$ cat src/rtl/cpu_fetch_pkg.sv
// Shared types and constants for the instruction-fetch stage.
package cpu_fetch_pkg;

  typedef enum logic [2:0] {
    IDLE,
    CHECK,
    REQ,
    RESP,
    HOLD,
    HALT
  } fetch_state_t;

  // Value the PC stage presents out of reset; the fetch stage never forces it.
  localparam logic [31:0] RESET_VECTOR    = 32'hBFC0_0000;
  localparam logic [1:0]  WORD_ALIGN_MASK = 2'b11;

  // True when the address does not point at a 32-bit word boundary.
  function automatic logic is_misaligned(input logic [31:0] addr);
    return (addr[1:0] & WORD_ALIGN_MASK) != 2'b00;
  endfunction

endpackage

$ cat src/rtl/cpu_fetch.sv
// Instruction-fetch stage: one Avalon word read per instruction, holds the
// fetched word until the consumer takes it, and strobes the PC once per fetch.
module cpu_fetch
  import cpu_fetch_pkg::*;
#(
  parameter logic [31:0] HALT_ADDR  = 32'h0000_0000,
  parameter logic [3:0]  BYTEEN_ALL = 4'b1111
) (
  input  logic        clk,
  input  logic        reset,
  input  logic [31:0] pc_i,
  output logic        pc_wen_o,
  output logic [31:0] mem_address_o,
  output logic        mem_read_o,
  output logic [3:0]  mem_byteenable_o,
  input  logic        mem_waitrequest_i,
  input  logic [31:0] mem_readdata_i,
  output logic [31:0] instr_o,
  output logic [31:0] instr_addr_o,
  output logic        instr_valid_o,
  input  logic        instr_ready_i,
  output logic        halted_o,
  output logic        fault_o
);

  fetch_state_t state_reg, state_next;
  logic [31:0]  addr_reg;
  logic [31:0]  instr_reg;
  logic [31:0]  instr_addr_reg;
  logic         halted_reg;
  logic         fault_reg;

  // Next-state selection; HALT is terminal, only reset leaves it.
  always_comb begin
    state_next = state_reg;
    case (state_reg)
      IDLE:  state_next = CHECK;
      CHECK: begin
        if (pc_i == HALT_ADDR || is_misaligned(pc_i)) begin
          state_next = HALT;
        end else begin
          state_next = REQ;
        end
      end
      REQ:   if (!mem_waitrequest_i) state_next = RESP;
      RESP:  state_next = HOLD;
      HOLD:  if (instr_ready_i) state_next = CHECK;
      HALT:  state_next = HALT;
      default: state_next = IDLE;
    endcase
  end

  // State, latched fetch address, captured instruction and sticky stop flags.
  always_ff @(posedge clk) begin
    if (reset) begin
      state_reg      <= IDLE;
      addr_reg       <= 32'h0;
      instr_reg      <= 32'h0;
      instr_addr_reg <= 32'h0;
      halted_reg     <= 1'b0;
      fault_reg      <= 1'b0;
    end else begin
      state_reg <= state_next;
      case (state_reg)
        CHECK: begin
          // Halt takes priority so the two flags can never both be set.
          if (pc_i == HALT_ADDR) begin
            halted_reg <= 1'b1;
          end else if (is_misaligned(pc_i)) begin
            fault_reg <= 1'b1;
          end else begin
            addr_reg <= pc_i;
          end
        end
        RESP: begin
          // Read data is only meaningful the cycle after an accepted read.
          instr_reg      <= mem_readdata_i;
          instr_addr_reg <= addr_reg;
        end
        default: ;
      endcase
    end
  end

  // Output decode from the registered state; nothing here depends on inputs.
  always_comb begin
    mem_read_o       = (state_reg == REQ);
    mem_address_o    = addr_reg;
    mem_byteenable_o = (state_reg == REQ) ? BYTEEN_ALL : 4'b0000;
    pc_wen_o         = (state_reg == RESP);
    instr_valid_o    = (state_reg == HOLD);
    instr_o          = instr_reg;
    instr_addr_o     = instr_addr_reg;
    halted_o         = halted_reg;
    fault_o          = fault_reg;
  end

endmodule
$ cat config.mk
export PLATFORM = sky130hd
export DESIGN_NAME = cpu_fetch
export DESIGN_NICKNAME = d
export VERILOG_FILES = /design/src/rtl/cpu_fetch_pkg.sv /design/src/rtl/cpu_fetch.sv
export SDC_FILE = /design/constraint.sdc
export NUM_CORES = 1
export LEC_CHECK = 0
export CORE_ASPECT_RATIO = 1.75
export CORE_MARGIN = 2
export CORE_UTILIZATION = 42
export DETAILED_ROUTE_END_ITERATION = 6
export PLACE_DENSITY = 0.87
export SYNTH_ARGS = -nofsm -noshare
export SYNTH_HDL_FRONTEND = slang
export SYNTH_SLANG_ARGS = --single-unit
$ cat constraint.sdc
create_clock -name clk -period 2.1 [get_ports clk]
set_input_delay 0.42 -clock clk [delete_from_list [all_inputs] [get_ports clk]]
set_output_delay 0.42 -clock clk [all_outputs]
set_load 0.02 [all_outputs]
==> key figures <==
Worst setup path
  • Slowest CP cell: clkdlybuf4s50_1
  • R2r startpoint: state_reg[0]$_SDFFE_PP0P_
  • WP buf/inv: 3
  • Crit Path Category: input pin to flip-flop
  • Reg2Reg Setup Slack: 0.36 ns
  • Worst r2r dst: instr_o[0]$_SDFFE_PP0P_
  • Reg2reg path depth: 6
  • Critical path required time: 2.36 ns
  • Critical Path Max Stage Delay: 0.41 ns
  • Worst-path cell chain: clkdlybuf4s50_1, nor4_1, buf_4, nand4_1, buf_4, or3_1, a21oi_1
  • CP startpoint kind: input pin
  • Most frequent CP cell: buf_4
  • Maximum fanout along the worst path: 3
  • Worst setup EP type: flip-flop
  • Largest delay contributor family on the critical path: simple AND/OR/NAND/NOR gates
  • Crit path DAT: 2.20 ns

Yosys
  • Syn Nets: 527
  • Register area share after synthesis: 51.6%
  • Most frequent cells after synthesis: 130 x nand2_1, 101 x dfxtp_1, 67 x a21oi_1, 60 x nand2b_1, 30 x mux2i_1
  • Area leader, netlist: dfxtp_1
  • Mean post-synth cell area: 8.54 um^2
  • Synth Register Bits: 101
  • Gate Count Post-Synth: 459
  • Number of synthesized flops with an enable pin: 0
  • Area contributors post-synth: dfxtp_1 52%, nand2_1 12%, nand2b_1 9.6%, a21oi_1 8.6%, mux2i_1 7.7%
  • Synth async-reset ratio: 0%
  • Post-Syn Area: 0.00392 mm^2
  • Area share of the largest cell type after synthesis: 51.6%
  • Main synth FF type: dfxtp_1
  • Top-count cell post-synth: nand2_1
  • Post-synth cell types: 28
  • Synthesis Warnings: 0

GRT
  • Initial antenna violation count: 0
  • First-pass GRT wire length: 18.6 mm
  • Vias in the first global route: 3757
  • Largest net degree at the start of global routing: 65
  • GRT Util Overall: 23.1%
  • Total grt overflow: 0

Placement
  • Final HPWL DP: 8.68 mm
  • Placed cell count: 745
  • GPL Wtd Cong: 0.812
  • Placed cell area: 0.00588 mm^2
  • Port bufs: 172

Timing
  • Period utilisation layout: 92.6%
  • Minimum period implied by the final worst setup slack: 1.95 ns
  • Slew headroom: 54.3%
  • Layout Skew: 0.00798 ns
  • Max Slew Vio Count: 0
  • Max Freq: 0.514 GHz
  • Final hold slack: 0.450 ns
  • Worst slew pin tran: 0.686 ns
  • Final setup viols: 0
  • Final Hold Fails: 0
  • Unrepaired setup endpoints after global routing: no

Cells and area
  • N_diodes: 0
  • Post-route cell area: 0.00618 mm^2
  • Nets@finish: 704
  • Final core occ: 67.9%
  • Share of cells above drive strength 1: 7.64%
  • Filler Cells Inserted: 761
  • Synth-to-layout area growth: 57.5%
  • Post-route insts no fill: 761

Min path
  • Worst hold path endpoint: instr_addr_o[19]$_SDFFE_PP0P_
  • Hold crit path type: flip-flop to flip-flop
  • WHS Path Cells: 2
  • Hold_sp: instr_addr_o[19]$_SDFFE_PP0P_

Pwr
  • Sequential group share of total power: 48.8%
  • Sw power: 0.886 mW
  • Power Density: 656 mW/mm^2
  • Comb pwr share: 11.1%
  • Worst IR Drop VDD: 0.000465 V
  • Switching Fraction: 21.9%
  • Leakage power total: 2.39 nW
  • Internal power: 3.17 mW
  • Clk pwr share: 40.1%

Run
  • Max-Cap Viols: 0

Clock network
  • CTS tree: yes
  • Num CTS Buffers: 9
  • CTS Hold Buffers Added: 0
  • Post-CTS Setup Inserts: 0
  • TritonCTS Sinks: 101
  • H-Tree Depth: 3
  • Reg clk slew, reported paths: 0.06 ns
  • Worst-Skew Late Latency: 0.34 ns
  • CTS max path bufs: 2
  • CTS Root Buffer Type: clkbuf_16

Routing
  • Via count: 3740
  • Via density per instance: 4.91
  • DRC: 0
  • Routed WL per cell: 15.4 um
  • Total iterations of the first detailed-routing run: 4
  • DRT antenna net count: 0
  • 1st-iter DRT viols: 122
  • DRT Wirelength: 11.7 mm

Floorplanning
  • Core Area: 0.00909 mm^2
  • Row count: 46
  • I/O pin total: 173
  • Die area: 0.0102 mm^2
  • Die width: 77.0 um
  • Die Y-Extent: 132 um
  • Starting Density: 43.1%

Status
  • Status: finished clean
-- cell usage in the layout (no fill, tap or decap), types with 3 or more instances in the layout --
master,n
clkbuf_16,9
clkbuf_1,5
clkdlybuf4s50_1,164
inv_1,3
dlygate4sd2_1,5
a21oi_1,67
buf_12,3
nand2b_1,60
mux2i_1,30
nand2_1,129
nor4_1,7
nor2_1,6
buf_4,28
dfxtp_1,100
and3b_1,3
-- repair_timing --
action | CTS | global route
endpoints found under the setup margin | 6 | 27
gates resized for setup | 7 | 3
hold endpoints to repair | 0 | 0
-- power by group through the flow --
stage          sequential (mW)  combinational (mW)  clock [mW]
4_1_cts                   1.98               0.453        1.65
3_5_place_dp              2.02               0.451           0
3_3_place_gp              2.02               0.442           0
2_1_floorplan             2.05               0.149           0
5_1_grt                   1.98               0.482        1.73
6_report                  1.98               0.449        1.63
-- worst max path at each step --
stage                                   start                              to  depth (start not counted)  slack, ns
floorplan                             pc_i[6]  mem_address_o[12]$_SDFFE_PP0P_                          5       0.49
global placement                      pc_i[7]   mem_address_o[4]$_SDFFE_PP0P_                          7      -0.19
detailed placement                    pc_i[7]   mem_address_o[7]$_SDFFE_PP0P_                          7      -0.23
CTS                 state_reg[2]$_SDFFE_PP0P_             mem_byteenable_o[1]                          4      0.005
global route                          pc_i[3]   mem_address_o[7]$_SDFFE_PP0P_                          7       0.01
finish                               pc_i[23]           halted_o$_SDFFE_PP0P_                          7       0.15
-- cell type report --
cell class	count	area, um^2	share of cell area (%)
flip-flops and latches	101	2020	32.8
repair buffers	202	1980	32.1
multi-input cells	318	1720	27.8
clock buffers	15	258	4.17
well taps	120	150	2.43
clock inverters	1	30.0	0.486
inverters	4	15.0	0.243
-- metal layers --
layer  GRT usage [%]  up-vias  wire [um]
met4            12.9        0        576
li1                -     1846          -
met3            4.04       37        471
met2            43.4      122       6420
met5               0        -          0
met1            23.6     1735       4240
-- per-stage QoR --
stage               worst slack [ns]  total power, mW  setup TNS [ns]
floorplan                      0.492             2.20               0
global placement              -0.188             2.46           -6.04
detailed placement            -0.232             2.47           -6.01
CTS                          0.00535             4.08               0
global route                  0.0107             4.20               0
finish                         0.155             4.05               0
-- tightest hold or removal path, stage by stage (launching register included) --
cell	delay (ns)
dfxtp_1	0.31
nand2_1	0.05
a21oi_1	0.05
-- cells by family after synthesis --
kind of cell / after synthesis / synth area share, %
AOI/OAI and AO/OA: 74 / 9.86
DFF: 101 / 51.6
muxes: 30 / 7.66
and+or+nand+nor: 214 / 25.9
buffers and inverters: 40 / 5.04
(Power assumes the default switching activity.)
